===== config.mk =====
export PLATFORM = sky130hd
export DESIGN_NAME = divisor_fixed_seq_flat
export DESIGN_NICKNAME = d
export VERILOG_FILES = /design/src/rtl/divisor_fixed_seq_pkg.sv /design/src/rtl/divisor_fixed_seq_if.sv /design/src/rtl/divisor_fixed_seq_step.sv /design/src/rtl/divisor_fixed_seq.sv /design/src/flat_wrapper.sv
export SDC_FILE = /design/constraint.sdc
export NUM_CORES = 1
export LEC_CHECK = 0
export ABC_AREA = 1
export BUFFER_PORTS_ARGS = -buffer_cell sky130_fd_sc_hd__buf_2
export CORE_UTILIZATION = 50
export CTS_CLUSTER_SIZE = 16
export DETAILED_ROUTE_END_ITERATION = 6
export GPL_ROUTABILITY_DRIVEN = 0
export PLACE_DENSITY = 0.69
export SLEW_MARGIN = 20
export SYNTH_ARGS = -nofsm -noshare
export SYNTH_HDL_FRONTEND = slang
export SYNTH_SLANG_ARGS = --single-unit

===== constraint.sdc =====
create_clock -name i_clock -period 4.5 [get_ports i_clock]
set_input_delay 0.675 -clock i_clock [delete_from_list [all_inputs] [get_ports i_clock]]
set_output_delay 0.675 -clock i_clock [all_outputs]
set_load 0.1 [all_outputs]

===== src/rtl/divisor_fixed_seq_pkg.sv =====
// Shared fixed-point helpers: FSM state type, S(N,F) limit constants and
// the shift/iteration-count derivation used by the divider.
package divisor_fixed_seq_pkg;

  typedef enum logic [1:0] {IDLE, DIV, FIN, DONE} state_t;

  // Largest positive code of an N-bit signed word.
  function automatic int smax_f(input int n);
    return (1 << (n - 1)) - 1;
  endfunction

  // Magnitude of the most negative code of an N-bit signed word.
  function automatic int sminmag_f(input int n);
    return 1 << (n - 1);
  endfunction

  // Left shift that aligns A's binary point to Q once divided by B.
  function automatic int sh_f(input int nbfa, input int nbfb, input int nbfq);
    return nbfq + nbfb - nbfa;
  endfunction

  // Integer quotient bits plus one guard bit.
  function automatic int nit_f(input int nba, input int sh);
    return nba + sh + 1;
  endfunction

endpackage


===== src/rtl/divisor_fixed_seq_if.sv =====
// Operand/result valid-ready bundle for the fixed-point divider.
interface divisor_fixed_seq_if #(
  parameter int NBA = 12,
  parameter int NBB = 8,
  parameter int NBQ = 10
);
  logic           i_valid;
  logic           o_ready;
  logic [NBA-1:0] i_saa_aa;
  logic [NBB-1:0] i_sbb_bb;
  logic           o_valid;
  logic           i_ready;
  logic [NBQ-1:0] o_sqq_qq;
  logic           o_sat;
  logic           o_div_zero;

  modport master (
    output i_valid, i_saa_aa, i_sbb_bb, i_ready,
    input  o_ready, o_valid, o_sqq_qq, o_sat, o_div_zero
  );

  modport slave (
    input  i_valid, i_saa_aa, i_sbb_bb, i_ready,
    output o_ready, o_valid, o_sqq_qq, o_sat, o_div_zero
  );
endinterface


===== src/rtl/divisor_fixed_seq_step.sv =====
// Unsigned restoring divider core: one quotient bit per clock, MSB first.
// 'last' is high during the cycle whose edge performs the final iteration.
module div_restoring_step_u #(
  parameter int NIT = 17,
  parameter int NBD = 9
) (
  input  logic           clk,
  input  logic           rst,
  input  logic           start,
  input  logic [NIT-1:0] dividend,
  input  logic [NBD-1:0] divisor,
  output logic [NIT-1:0] quot,
  output logic           last
);
  localparam int CW = (NIT > 1) ? $clog2(NIT) : 1;

  logic [NIT-1:0] dvd;
  logic [NBD-1:0] dsr, rem, rem_n;
  logic [CW-1:0]  cnt;
  logic           busy;
  logic [NBD:0]   trial, diff;
  logic           ge;

  // rem < dsr always holds, so the restored or reduced remainder fits NBD bits.
  always_comb begin
    trial = {rem, dvd[NIT-1]};
    diff  = trial - {1'b0, dsr};
    ge    = trial >= {1'b0, dsr};
    rem_n = NBD'(ge ? diff : trial);
  end

  assign last = busy && (cnt == '0);

  always_ff @(posedge clk or posedge rst) begin
    if (rst) begin
      dvd  <= '0;
      dsr  <= '0;
      rem  <= '0;
      quot <= '0;
      cnt  <= '0;
      busy <= 1'b0;
    end else if (start) begin
      dvd  <= dividend;
      dsr  <= divisor;
      rem  <= '0;
      quot <= '0;
      cnt  <= CW'(NIT - 1);
      busy <= 1'b1;
    end else if (busy) begin
      dvd  <= dvd << 1;
      rem  <= rem_n;
      quot <= {quot[NIT-2:0], ge};
      if (cnt == '0) busy <= 1'b0;
      else           cnt  <= cnt - 1'b1;
    end
  end
endmodule


===== src/rtl/divisor_fixed_seq.sv =====
// Sequential signed fixed-point divider Q = A / B with round/saturate stage.
// Define DIVISOR_FIXED_ROUND_EN to round on the guard bit; otherwise truncate.
module divisor_fixed_seq
  import divisor_fixed_seq_pkg::*;
#(
  parameter int NBA  = 12,
  parameter int NBFA = 11,
  parameter int NBB  = 8,
  parameter int NBFB = 6,
  parameter int NBQ  = 10,
  parameter int NBFQ = 9
) (
  input  logic               i_clock,
  input  logic               i_reset,
  divisor_fixed_seq_if.slave bus
);
  localparam int SH  = sh_f(NBFA, NBFB, NBFQ);
  localparam int NIT = nit_f(NBA, SH);
  localparam logic [NIT-1:0] POS_LIM = NIT'(smax_f(NBQ));
  localparam logic [NIT-1:0] NEG_LIM = NIT'(sminmag_f(NBQ));
  localparam logic [NBQ-1:0] POS_Q   = NBQ'(smax_f(NBQ));
  localparam logic [NBQ-1:0] NEG_Q   = {1'b1, {(NBQ-1){1'b0}}};
`ifdef DIVISOR_FIXED_ROUND_EN
  localparam logic RND = 1'b1;
`else
  localparam logic RND = 1'b0;
`endif

  if (NBFQ + NBFB < NBFA) begin : g_bad_fmt
    $error("divisor_fixed_seq: NBFQ+NBFB must be >= NBFA");
  end

  state_t         state;
  logic           rdy, vld, sat, dz, sgn, aneg, dzr;
  logic [NBQ-1:0] q;

  logic [NBA:0]   a_ext, amag;
  logic [NBB:0]   b_ext, bmag;
  logic [NIT-1:0] dvd_in, raw, mag_r, mag_s;
  logic           accept, core_last, sat_c;
  logic [NBQ-1:0] q_c;

  // One extra bit so the most negative operand has a representable magnitude.
  assign a_ext  = {bus.i_saa_aa[NBA-1], bus.i_saa_aa};
  assign b_ext  = {bus.i_sbb_bb[NBB-1], bus.i_sbb_bb};
  assign amag   = a_ext[NBA] ? -a_ext : a_ext;
  assign bmag   = b_ext[NBB] ? -b_ext : b_ext;
  assign dvd_in = NIT'(amag) << (SH + 1);
  assign accept = (state == IDLE) && bus.i_valid && rdy;

  div_restoring_step_u #(.NIT(NIT), .NBD(NBB + 1)) u_core (
    .clk      (i_clock),
    .rst      (i_reset),
    .start    (accept && (bmag != '0)),
    .dividend (dvd_in),
    .divisor  (bmag),
    .quot     (raw),
    .last     (core_last)
  );

  // Raw carries one extra LSB; it becomes the round-half-away increment.
  always_comb begin
    mag_r = (raw >> 1) + {{(NIT-1){1'b0}}, RND & raw[0]};
    mag_s = mag_r;
    sat_c = 1'b0;
    if (!sgn && mag_r > POS_LIM) begin
      mag_s = POS_LIM;
      sat_c = 1'b1;
    end else if (sgn && mag_r > NEG_LIM) begin
      mag_s = NEG_LIM;
      sat_c = 1'b1;
    end
    q_c = NBQ'(sgn ? (~mag_s + NIT'(1)) : mag_s);
  end

  always_ff @(posedge i_clock or posedge i_reset) begin
    if (i_reset) begin
      state <= IDLE;
      rdy   <= 1'b1;
      vld   <= 1'b0;
      q     <= '0;
      sat   <= 1'b0;
      dz    <= 1'b0;
      sgn   <= 1'b0;
      aneg  <= 1'b0;
      dzr   <= 1'b0;
    end else begin
      case (state)
        IDLE: if (accept) begin
          sgn   <= a_ext[NBA] ^ b_ext[NBB];
          aneg  <= a_ext[NBA];
          dzr   <= (bmag == '0);
          rdy   <= 1'b0;
          state <= DIV;
        end
        DIV: if (dzr || core_last) state <= FIN;
        FIN: begin
          vld   <= 1'b1;
          state <= DONE;
          if (dzr) begin
            q   <= aneg ? NEG_Q : POS_Q;
            sat <= 1'b1;
            dz  <= 1'b1;
          end else begin
            q   <= q_c;
            sat <= sat_c;
            dz  <= 1'b0;
          end
        end
        DONE: if (bus.i_ready) begin
          vld   <= 1'b0;
          rdy   <= 1'b1;
          state <= IDLE;
        end
        default: state <= IDLE;
      endcase
    end
  end

  assign bus.o_ready    = rdy;
  assign bus.o_valid    = vld;
  assign bus.o_sqq_qq   = q;
  assign bus.o_sat      = sat;
  assign bus.o_div_zero = dz;
endmodule


===== src/flat_wrapper.sv =====
// flat-port wrapper written by rule: the top's interface ports become plain ports
module divisor_fixed_seq_flat import divisor_fixed_seq_pkg::*;
#(
  parameter int NBA  = 12,
  parameter int NBFA = 11,
  parameter int NBB  = 8,
  parameter int NBFB = 6,
  parameter int NBQ  = 10,
  parameter int NBFQ = 9
)
  (i_clock, i_reset, bus_i_valid, bus_i_saa_aa, bus_i_sbb_bb, bus_i_ready, bus_o_ready, bus_o_valid, bus_o_sqq_qq, bus_o_sat, bus_o_div_zero);
  divisor_fixed_seq_if #(.NBA(NBA), .NBB(NBB), .NBQ(NBQ)) bus_i ();
  input  logic i_clock;
  input  logic i_reset;
  input wire logic [$bits(bus_i.i_valid)-1:0] bus_i_valid;
  input wire logic [$bits(bus_i.i_saa_aa)-1:0] bus_i_saa_aa;
  input wire logic [$bits(bus_i.i_sbb_bb)-1:0] bus_i_sbb_bb;
  input wire logic [$bits(bus_i.i_ready)-1:0] bus_i_ready;
  output wire logic [$bits(bus_i.o_ready)-1:0] bus_o_ready;
  output wire logic [$bits(bus_i.o_valid)-1:0] bus_o_valid;
  output wire logic [$bits(bus_i.o_sqq_qq)-1:0] bus_o_sqq_qq;
  output wire logic [$bits(bus_i.o_sat)-1:0] bus_o_sat;
  output wire logic [$bits(bus_i.o_div_zero)-1:0] bus_o_div_zero;
  assign bus_i.i_valid = bus_i_valid;
  assign bus_i.i_saa_aa = bus_i_saa_aa;
  assign bus_i.i_sbb_bb = bus_i_sbb_bb;
  assign bus_i.i_ready = bus_i_ready;
  assign bus_o_ready = bus_i.o_ready;
  assign bus_o_valid = bus_i.o_valid;
  assign bus_o_sqq_qq = bus_i.o_sqq_qq;
  assign bus_o_sat = bus_i.o_sat;
  assign bus_o_div_zero = bus_i.o_div_zero;
  divisor_fixed_seq #(.NBA(NBA), .NBFA(NBFA), .NBB(NBB), .NBFB(NBFB), .NBQ(NBQ), .NBFQ(NBFQ)) u_core (.i_clock(i_clock), .i_reset(i_reset), .bus(bus_i));
endmodule

# Word level (Yosys, flattened, before mapping)
# Cells that the tools add are included.
# classes
add_sub_neg	5
magnitude_cmp	3
eq_ne	7
muxes	33
n_bitwise	2
n_reduce_logical	20
# op_table
operator	count
17-bit 2-to-1 mux	4
10-bit 2-to-1 mux	5
9-bit 2-to-1 mux	4
16-bit by 10-bit greater-than comparator with 1-bit output, second input constant	1
16-bit by 9-bit greater-than comparator with 1-bit output, second input constant	1
5-bit 2-to-1 mux	3
12-bit 2-to-1 mux	1
12-bit negator	1
10-bit by 1-bit adder with 10-bit output, second input constant	1
10-bit by 9-bit greater-or-equal comparator with 1-bit output	1
1-bit 2-to-1 mux	10
10-bit NOT	1
9-bit zero test	1
9-bit negator	1
9-bit nonzero test	1
9-bit subtractor	1
2-bit case mux with 4 select lines	1
1-bit logical AND	6
2-bit 2-to-1 mux	3
2-bit AND reduction	3
3-bit AND reduction	2
2-bit nonzero test	3
5-bit zero test	1
5-bit by 1-bit subtractor with 5-bit output, second input constant	1
other kinds (9)	13
# totals
ff_bits	77
input_bits	24
out_inout_bits	14
wordCells	85

# Longest topological paths before layout
# Gate-level depths: netlist of the first run.
# depth
ltp_word	8
ltp_mapped	15
mapped_depth_nobuf	15

# Cells and area by module
# From an unflattened synthesis of the first run, not the netlist that was laid out.
# unflattened
hier_cells	612
area_unflattened_um2	4673.2
# by_module_without_submodules
mod	n_inst	cells_per_inst	area_each_um2	seq_area_each_um2
div_restoring_step_u	1	360	2971.6	1451.4
divisor_fixed_seq	1	252	1701.6	476.7

# Worst setup path before layout of the first run
# OpenSTA, ideal clock, no wires.
# synth_timing
path_kind	register -> register
startpoint	reg u_core.u_core.dvd[16]
endpoint	reg u_core.u_core.rem[0]
arrival_ns	1.935
setup_slack_ns	2.489
path_stages_with_launch	14
path_buffers	1
period_less_slack_ns	2.011
path_cell_list	dfrtp_1 -> inv_1 -> ha_1 -> fa_1 -> nor2_1 -> o21ai_0 -> o211ai_1 -> nand2_1 -> nand2_1 -> buf_2 -> nand2_1 -> o21ai_0 -> nand3_1 -> o21ai_1
# synth_between
elab_chain_cells	4
elab_cells_between_ends	5
cone_classes	add/sub (1); order compare (1); mux (3)
# synth_lines
item	line	rtl
start: declaration	divisor_fixed_seq_step.sv:17	logic [NIT-1:0] dvd;
start signal: assignment	divisor_fixed_seq_step.sv:43	dvd <= dividend;
start signal: assignment	divisor_fixed_seq_step.sv:50	dvd <= dvd << 1;
9-bit subtractor or 10-bit by 9-bit greater-or-equal comparator with 1-bit output (tied branches)	divisor_fixed_seq_step.sv:27, divisor_fixed_seq_step.sv:28	
9-bit 2-to-1 mux *	divisor_fixed_seq_step.sv:29	rem_n = NBD'(ge ? diff : trial);
9-bit 2-to-1 mux *	divisor_fixed_seq_step.sv:49	end else if (busy) begin
9-bit 2-to-1 mux *	divisor_fixed_seq_step.sv:42	end else if (start) begin
end signal: assignment	divisor_fixed_seq_step.sv:51	rem <= rem_n;
end: declaration	divisor_fixed_seq_step.sv:18	logic [NBD-1:0] dsr, rem, rem_n;
# Every way passes the cells marked *; elsewhere a longest branch is shown, timed or not. The select of a mux whose other input is x is not followed.
# A chain may end at the register's enable or synchronous reset.

# Worst setup path after layout of the first run
# layout_timing
startpoint	reg u_core.u_core.dvd[16]
endpoint	reg u_core.u_core.rem[7]
# Same word-level chain as after synthesis.

==> flow_summary_export.csv, run 1 <==
group,metric,value,unit
clock_network,cts_tree,"built",
global_route,grt_pass1_wl,16100,um
finish,multiInputGateArea,2150,um2
setup_path,slowest_delay,0.47,ns
logic_synthesis,synth-simple-area-share,27.1,%
detailed_routing,avgViaCountPerCell,5.32,
setup_path,path_class,"reg -> reg",
sta,postLayoutSetupSlackWorst,1.98,ns
logic_synthesis,ys_ff_latch,72,
floorplanning,coreArea,8340,um2
run,maxCapViolCount,0,
finish,syn_to_final_growth,9.09,%
sta,final.period_utilization,56.0,%
floorplanning,initial_core_util,52.6,%
setup_path,crit_buf_inv,2,
sta,fmax,397,MHz
outcome,status,"complete, no violations",
detailed_routing,wl,9180,um
logic_synthesis,yosys_warnings,0,
logic_synthesis,synth_mux_area_share,0,%
placed_design,dp.final_hpwl,6630,um
detailed_routing,drtIter0Drc,200,
logic_synthesis,avgSynthCellArea,7.62,um2
global_route,grt_usage,22.7,%
logic_synthesis,synth_fp_nets,620,
logic_synthesis,synth_xor_area_share,4.59,%
setup_path,cpLargestDelayFamily,"adder cells",
setup_path,crit_required,4.79,ns
logic_synthesis,ys_types,36,
setup_path,critPathLaunchType,"flop",
logic_synthesis,ys_seq_area_share,41.1,%
setup_path,endpoint_kind,"flop",
sta,setup_viol,0,
global_route,grt_pass1_vias,3558,
finish,seqCellArea,1800,um2
global_route,antenna_found_initial,0,
setup_path,critPathMaxFanout,12,
setup_path,cp_slowest_cell,"fa_1",
clock_network,postCtsHoldBufs,0,
detailed_routing,route.detailed.drc,0,
setup_path,cp_common_cell,"nand2_1",
sta,finalSetupTns,0,ns
floorplanning,die_area,9160,um2
finish,nets,649,
logic_synthesis,synth-compound-area-share,11.5,%
sta,post-route-min-period,2.52,ns
finish,diodes,0,
min_path,worst_hold_path_type,"reg -> reg",
sta,drv_slew,0,
detailed_routing,firstDrtPassIters,6,
sta,skew,0.00750,ns
detailed_routing,via_count,3806,
setup_path,cp.arrival,2.81,ns
finish,drive_gt1_share,12.3,%
sta,relSlewSlack,37.3,%
setup_path,crit_chain,"inv_1 -> ha_1 -> fa_1 -> nor2_1 -> o21ai_0 -> o211ai_1 -> nand2_1 -> nand2_1 -> inv_1 -> o21ai_0 -> nand3_1 -> nand2_1",
global_route,grt_max_degree,46,
clock_network,clk_latency,0.35,ns
floorplanning,pin_count,38,
sta,tightest_slew,0.938,ns
finish,nFillCells,811,
logic_synthesis,synth_top_family_by_area,"simple AND/OR/NAND/NOR gates",
clock_network,cts_max_level,3,
clock_network,postCtsSetupBuffers,0,
clock_network,cts.clk_slew.worst_paths,0.08,ns
placed_design,numPortBuffers,37,
floorplanning,die_height,95.7,um
floorplanning,die_w,95.7,um
clock_network,clock_path_buffers,2,
detailed_routing,wl_per_cell,12.8,um
clock_network,cts_sinks,72,
clock_network,post_cts_resized,0,
sta,rsz0062_at_grt,"no",
logic_synthesis,synth_fa_ha_area_share,5.87,%
sta,hold_violations,0,
logic_synthesis,syn-cell-area,4390,um2
logic_synthesis,synthCells,576,
global_route,grt_overflow_total,0,
floorplanning,rows,33,
clock_network,cts_root_buf,"clkbuf_8",
placed_design,dp_slack,1.68,ns
detailed_routing,drtAntennaViolNets,0,
clock_network,numCtsBuffers,9,
## cell usage after synthesis
cell type | count | area, um2
nand2_1 | 122 | 458
nand3_1 | 84 | 420
dfrtp_1 | 71 | 1780
inv_1 | 71 | 267
o21ai_0 | 47 | 235
nor2_1 | 39 | 146
ha_1 | 19 | 238
o21ai_1 | 17 | 85.1
xor2_1 | 17 | 149
a21oi_1 | 15 | 75.1
buf_2 | 11 | 55.1
nand4_1 | 7 | 43.8
nor3_1 | 7 | 35.0
xnor2_1 | 6 | 52.6
buf_6 | 5 | 56.3
o211ai_1 | 5 | 37.5
clkbuf_1 | 4 | 15.0
inv_2 | 4 | 15.0
nand2_2 | 3 | 18.8
nand3_2 | 3 | 30.0
nor2_2 | 3 | 18.8
o21a_1 | 2 | 15.0
a211oi_1 | 1 | 7.51
a31o_2 | 1 | 8.76
a31oi_1 | 1 | 6.26
buf_1 | 1 | 3.75
buf_4 | 1 | 7.51
buf_8 | 1 | 15.0
dfstp_2 | 1 | 26.3
fa_1 | 1 | 20.0
nand2_4 | 1 | 11.3
nor4_1 | 1 | 6.26
o21ai_2 | 1 | 8.76
o21bai_1 | 1 | 7.51
o2bb2ai_1 | 1 | 8.76
o311ai_0 | 1 | 8.76
## final cells by class
type	instances	area share (%)
multi-input combinational	406	44.9
sequential	72	37.7
inverter	75	5.88
timing repair buffer	41	4.49
clock buffer	10	2.87
tap	105	2.74
clock inverter	6	1.41
## final timing paths
check	from	endpoint	slack (ns)	cells after the start
min in group asynchronous	i_reset	u_core.u_core.rem[3]	0.53	2
hold / removal	u_core.bus.o_sqq_qq[9]	u_core.bus.o_sqq_qq[9]	0.49	2
hold reg to reg	u_core.bus.o_sqq_qq[9]	u_core.bus.o_sqq_qq[9]	0.49	2
setup / recovery	u_core.u_core.dvd[16]	u_core.u_core.rem[7]	1.98	12
setup reg to reg	u_core.u_core.dvd[16]	u_core.u_core.rem[7]	1.98	12
max in group asynchronous	i_reset	u_core.bus.o_ready	3.01	3
## tightest hold or removal path: cells and delay by family (launching register included)
family	cells	cell delay [ns]
flip-flops	1	0.35
AND/OR/NAND/NOR	2	0.12
## logic make-up (layout without fill, tap and decap cells)
group	count (synthesis)	after routing
flip-flops	72	72
XOR/XNOR	23	23
buffers and inverters	98	132
adder cells (fa/ha/maj)	20	20
AO/OA/AOI/OAI	93	93
AND/OR/NAND/NOR	270	270
## registers in the layout (all words and copies together) (netlist names)
signal,count
u_core.dzr,1
u_core.state,2
u_core.aneg,1
u_core.bus.o_div_zero,1
u_core.bus.o_valid,1
u_core.bus.o_ready,1
u_core.bus.o_sat,1
u_core.u_core.dsr,9
u_core.u_core.rem,9
u_core.u_core.cnt,5
u_core.bus.o_sqq_qq,10
u_core.sgn,1
u_core.u_core.busy,1
u_core.u_core.quot,17
u_core.u_core.dvd,12
## metal layers
metal | track usage, % | wire length, um
met1 | 30.1 | 4290
met2 | 36.7 | 4380
met3 | 3.63 | 290
met4 | 9.83 | 212
met5 | 0 | 0
## cell usage in the layout, fill, tap and decap left out, types with 10 or more instances in the layout
cell	netlist	routed
ha_1	19	19
nand2_1	122	122
xor2_1	17	17
a21oi_1	15	15
nand3_1	84	84
dfrtp_1	71	71
nor2_1	39	39
buf_2	11	37
o21ai_1	17	17
inv_1	71	70
o21ai_0	47	47
clkbuf_8	0	10
## per-stage QoR
stage          util, %  hold WS, ns  std cells  cell area, um2
4_1_cts           57.4        0.499        715            4790
2_1_floorplan        -        0.453        576            4390
3_5_place_dp      55.0        0.477        699            4580
3_3_place_gp      55.0        0.467        699            4580
6_report          57.4        0.495        715            4790
5_1_grt           57.4        0.510        715            4790
Power of run 1 is not shown: default switching activity piles up to over one toggle a cycle in this logic, so the estimate is an artifact.
==> inputs of run 2 (changes only) <==
--- a/config.mk
+++ b/config.mk
@@ -11,7 +11,7 @@
 export CTS_CLUSTER_SIZE = 16
 export DETAILED_ROUTE_END_ITERATION = 6
 export GPL_ROUTABILITY_DRIVEN = 0
-export PLACE_DENSITY = 0.69
+export PLACE_DENSITY = 0.71
 export SLEW_MARGIN = 20
 export SYNTH_ARGS = -nofsm -noshare
 export SYNTH_HDL_FRONTEND = slang
==> constraint.sdc (replaced) <==
create_clock -name i_clock -period 2.1 [get_ports i_clock]
set_input_delay 0.315 -clock i_clock [delete_from_list [all_inputs] [get_ports i_clock]]
set_output_delay 0.315 -clock i_clock [all_outputs]
set_load 0.1 [all_outputs]
==> run 2 against run 1 <==
Net effect:
- worst hold slack got worse by 0.47 ns
- via count increased by 2.8%
- clock skew increased by 0.0046 ns
- design area increased by 5.5%
- die area unchanged
- worst setup slack got worse by 1.9 ns
- critical path depth unchanged
- maximum frequency increased by 27%
- non-clock buffer count increased by 19
- largest cell class unchanged
- first-iteration DRC count decreased by 17%
==> flow_summary_export.csv, run 2 (synthesized netlist as in run 1, its figures left out) <==
group,metric,value,unit
floorplanning,die_height,95.7,um
finish,regMostFlops,"u_core.u_core.quot",
detailed_routing,wl_per_cell,12.8,um
clock_network,numCtsBuffers,9,
finish,fin_cells,734,
detailed_routing,avgViaCountPerCell,5.33,
sta,skew,0.0121,ns
placed_design,numPortBuffers,37,
setup_path,cpLargestDelayFamily,"adder cells",
sta,drv_slew,0,
sta,hold_slack,0.0296,ns
finish,final_common_cell,"nand2_1",
setup_path,critPathMaxFanout,5,
finish,drive_gt1_share,16.7,%
clock_network,cts_sinks,72,
sta,setup_viol,0,
setup_path,path_class,"reg -> reg",
floorplanning,rows,33,
setup_path,worstReg2RegStart,"u_core.u_core.dsr[0]",
clock_network,clk_latency,0.35,ns
setup_path,r2r_cells,12,
floorplanning,coreArea,8340,um2
setup_path,ff2ff_setup_slack,0.11,ns
finish,syn_to_final_growth,15.1,%
global_route,grt_pass1_vias,3705,
finish,diodes,0,
sta,hold_violations,0,
setup_path,cp_slowest_cell,"dfrtp_1",
finish,nets,668,
clock_network,cts_tree,"built",
global_route,grt_max_degree,39,
global_route,antenna_found_initial,0,
clock_network,postCtsHoldBufs,0,
min_path,worst_hold_path_type,"in -> async",
clock_network,cts_root_buf,"clkbuf_8",
global_route,grt_pass1_wl,16200,um
setup_path,slowest_delay,0.41,ns
sta,relSlewSlack,60.8,%
global_route,grt_usage,22.9,%
finish,largest_reg_flops,17,
floorplanning,die_area,9160,um2
detailed_routing,drtAntennaViolNets,0,
setup_path,crit_buf_inv,1,
setup_path,endpoint_kind,"flop",
sta,final.period_utilization,94.8,%
setup_path,crit_cells,12,
setup_path,crit_required,2.37,ns
clock_network,clock_path_buffers,2,
finish,nFillCells,752,
setup_path,cp.arrival,2.26,ns
setup_path,crit_chain,"ha_4 -> fa_2 -> nor2_4 -> o21ai_1 -> o211ai_1 -> nand2_1 -> nand2_2 -> buf_2 -> nand2_1 -> o21ai_0 -> nand3_1 -> o21ai_1",
global_route,grt_overflow_total,0,
placed_design,dp.cells,714,
setup_path,critPathLaunchType,"flop",
detailed_routing,drtIter0Drc,167,
finish,layout_common_cells,"nand2_1, nand3_1, dfrtp_1",
placed_design,dp.final_hpwl,6910,um
run,maxCapViolCount,0,
floorplanning,die_w,95.7,um
sta,finalSetupTns,0,ns
sta,post-route-min-period,1.99,ns
detailed_routing,wl,9420,um
floorplanning,pin_count,38,
setup_path,timing.rr.end,"u_core.u_core.rem[2]",
detailed_routing,route.detailed.drc,0,
sta,postLayoutSetupSlackWorst,0.110,ns
detailed_routing,firstDrtPassIters,5,
clock_network,cts.clk_slew.worst_paths,0.08,ns
clock_network,cts_max_level,3,
sta,fmax,502,MHz
detailed_routing,via_count,3911,
placed_design,dp_slack,-0.0630,ns
sta,tightest_slew,0.587,ns
sta,rsz0062_at_grt,"yes",
outcome,status,"complete, no violations",
floorplanning,initial_core_util,52.6,%
[run 2: final cells by class]
type	instances	area, um2	share of cell area [%]
multi-input cells	406	2200	43.6
clock inverters	4	76.3	1.51
clock buffers	12	155	3.07
repair buffers	60	397	7.85
inverters	75	289	5.72
well taps	105	131	2.60
flip-flops and latches	72	1800	35.7
[run 2: worst max-delay path by stage]
stage | from | slack (ns) | endpoint
2_1_floorplan | u_core.u_core.dvd[16] | 0.09 | u_core.u_core.rem[2]
3_3_place_gp | u_core.u_core.dvd[16] | -0.04 | u_core.u_core.rem[2]
5_1_grt | u_core.u_core.dsr[0] | -0.03 | u_core.u_core.rem[0]
4_1_cts | u_core.u_core.dvd[16] | 0.007 | u_core.u_core.rem[3]
6_report | u_core.u_core.dsr[0] | 0.11 | u_core.u_core.rem[2]
3_5_place_dp | u_core.u_core.dvd[16] | -0.06 | u_core.u_core.rem[3]
[run 2: per-layer routing]
metal	routed length, um	share of wire (%)	track usage, %
met1	4380	47	29.0
met2	4560	48	39.0
met3	312	3.3	3.40
met4	165	1.8	9.95
met5	0	0	0
[run 2: stage by stage]
stage | util (%) | cell area, um2
6_report | 60.6 | 5050
5_1_grt | 60.6 | 5050
4_1_cts | 59.7 | 4980
3_5_place_dp | 56.8 | 4740
3_3_place_gp | 56.8 | 4740
2_1_floorplan | - | 4390
[run 2: worst reg2reg max path, delay by kind of cell (launching register included)]
kind,cells,cell delay [ns]
adder cells (fa/ha/maj),2,0.55
AND/OR/NAND/NOR,5,0.46
flip-flops,1,0.41
AO/OA/AOI/OAI,4,0.31
buffers and inverters,1,0.16
[run 2: what timing repair did]
action	in CTS	in global routing
gates cloned	0	1
resized for setup	4	16
pin swaps	1	7
endpoints found under the setup margin	9	10
setup buffers	0	3
hold endpoints to repair	0	0
Power of run 2 is left out for the same reason.
==> inputs of run 3 (changes only) <==
--- a/config.mk
+++ b/config.mk
@@ -11,6 +11,7 @@
 export CTS_CLUSTER_SIZE = 16
 export DETAILED_ROUTE_END_ITERATION = 6
 export GPL_ROUTABILITY_DRIVEN = 0
+export MAX_ROUTING_LAYER = met4
 export PLACE_DENSITY = 0.71
 export SLEW_MARGIN = 20
 export SYNTH_ARGS = -nofsm -noshare
==> run 3 against run 2 <==
Net effect:
- register-to-register slack is essentially flat
- clock-buffer cell count is the same
- global-route usage grew 0.62 points
- final cell count is the same
- worst setup slack gained 0.0031 ns
- design area is the same
- non-clock buffer count is the same
- critical path depth is the same
- wire length grew 0.15%
- via count shrank 0.10%
- first-iteration DRC count grew 14%
- die area is the same
- largest cell class unchanged
==> flow_summary_export.csv, run 3 (synthesized netlist as in run 1, its figures left out) <==
group,metric,value,unit
floorplanning,die_area,9160,um2
setup_path,ff2ff_setup_slack,0.11,ns
setup_path,timing.rr.end,"u_core.u_core.rem[2]",
setup_path,endpoint_kind,"flop",
setup_path,cp.arrival,2.26,ns
detailed_routing,via_count,3907,
min_path,worst_hold_path_type,"in -> async",
detailed_routing,avgViaCountPerCell,5.32,
setup_path,worstReg2RegStart,"u_core.u_core.dsr[0]",
detailed_routing,wl,9430,um
clock_network,cts_max_level,3,
sta,final.period_utilization,94.6,%
setup_path,crit_buf_inv,1,
finish,diodes,0,
finish,regMostFlops,"u_core.u_core.quot",
sta,drv_slew,0,
setup_path,crit_cells,12,
clock_network,clock_path_buffers,2,
setup_path,slowest_delay,0.41,ns
placed_design,dp.final_hpwl,6910,um
global_route,grt_max_degree,39,
setup_path,critPathMaxFanout,5,
sta,post-route-min-period,1.99,ns
sta,rsz0062_at_grt,"yes",
floorplanning,die_w,95.7,um
setup_path,path_class,"reg -> reg",
detailed_routing,route.detailed.drc,0,
setup_path,crit_required,2.37,ns
setup_path,critPathLaunchType,"flop",
detailed_routing,drtAntennaViolNets,0,
sta,skew,0.0117,ns
detailed_routing,firstDrtPassIters,4,
sta,postLayoutSetupSlackWorst,0.113,ns
placed_design,placed_cell_area,4740,um2
global_route,antenna_found_initial,0,
clock_network,cts_sinks,72,
setup_path,cpLargestDelayFamily,"adder cells",
floorplanning,rows,33,
clock_network,cts_tree,"built",
global_route,grt_pass1_wl,16200,um
global_route,grt_overflow_total,0,
sta,hold_violations,0,
run,maxCapViolCount,0,
detailed_routing,wl_per_cell,12.9,um
clock_network,cts_root_buf,"clkbuf_8",
finish,syn_to_final_growth,15.1,%
global_route,grt_pass1_vias,3709,
setup_path,cp_slowest_cell,"dfrtp_1",
floorplanning,pin_count,38,
clock_network,cts.clk_slew.worst_paths,0.08,ns
finish,final_common_cell,"nand2_1",
setup_path,r2r_cells,12,
placed_design,numPortBuffers,37,
sta,relSlewSlack,61.1,%
floorplanning,die_height,95.7,um
sta,fmax,503,MHz
placed_design,dp_slack,-0.0630,ns
sta,tightest_slew,0.582,ns
floorplanning,initial_core_util,52.6,%
outcome,status,"complete, no violations",
floorplanning,coreArea,8340,um2
detailed_routing,drtIter0Drc,190,
clock_network,numCtsBuffers,9,
sta,setup_viol,0,
global_route,grt_usage,23.5,%
finish,layout_common_cells,"nand2_1, nand3_1, dfrtp_1",
clock_network,clk_latency,0.35,ns
finish,drive_gt1_share,16.7,%
finish,nets,668,
finish,final_area,5050,um2
finish,finish.utilization,60.6,%
setup_path,crit_chain,"ha_4 -> fa_2 -> nor2_4 -> o21ai_1 -> o211ai_1 -> nand2_1 -> nand2_2 -> buf_2 -> nand2_1 -> o21ai_0 -> nand3_1 -> o21ai_1",
finish,largest_reg_flops,17,
run 3: timing repair:
item | in CTS | in global routing
hold endpoints to repair | 0 | 0
gates resized for setup | 4 | 16
pin swaps | 1 | 7
gates cloned | 0 | 1
hold buffers | 0 | 0
endpoints found under the setup margin | 9 | 10
setup buffers | 0 | 3
run 3: routing by layer:
metal | vias to the layer above | part of all wire [%] | track usage [%]
li1 | 1980 | - | -
met3 | 12 | 3.1 | 3.16
met4 | 0 | 1.7 | 9.95
met5 | - | 0 | -
met2 | 66 | 48 | 39.0
met1 | 1849 | 47 | 28.9
run 3: final cells by class:
cell class | count | area, um2
clock inverter | 4 | 76.3
tap | 105 | 131
timing repair buffer | 60 | 397
sequential | 72 | 1800
fill | 752 | 3290
clock buffer | 12 | 155
inverter | 75 | 289
multi-input combinational | 406 | 2200
run 3: worst max-delay path by stage:
stage | startpoint | endpoint
4_1_cts | u_core.u_core.dvd[16] | u_core.u_core.rem[3]
5_1_grt | u_core.u_core.dsr[0] | u_core.u_core.rem[0]
2_1_floorplan | u_core.u_core.dvd[16] | u_core.u_core.rem[2]
3_3_place_gp | u_core.u_core.dvd[16] | u_core.u_core.rem[2]
6_report | u_core.u_core.dsr[0] | u_core.u_core.rem[2]
3_5_place_dp | u_core.u_core.dvd[16] | u_core.u_core.rem[3]
run 3: stage by stage:
step	setup TNS [ns]	hold WS, ns	cells
2_1_floorplan	0	0.453	576
3_3_place_gp	-0.245	0.414	714
3_5_place_dp	-0.488	0.420	714
4_1_cts	0	0.0406	730
5_1_grt	-0.0673	0.0703	734
6_report	0	0.0256	734
Power of run 3 is left out for the same reason.
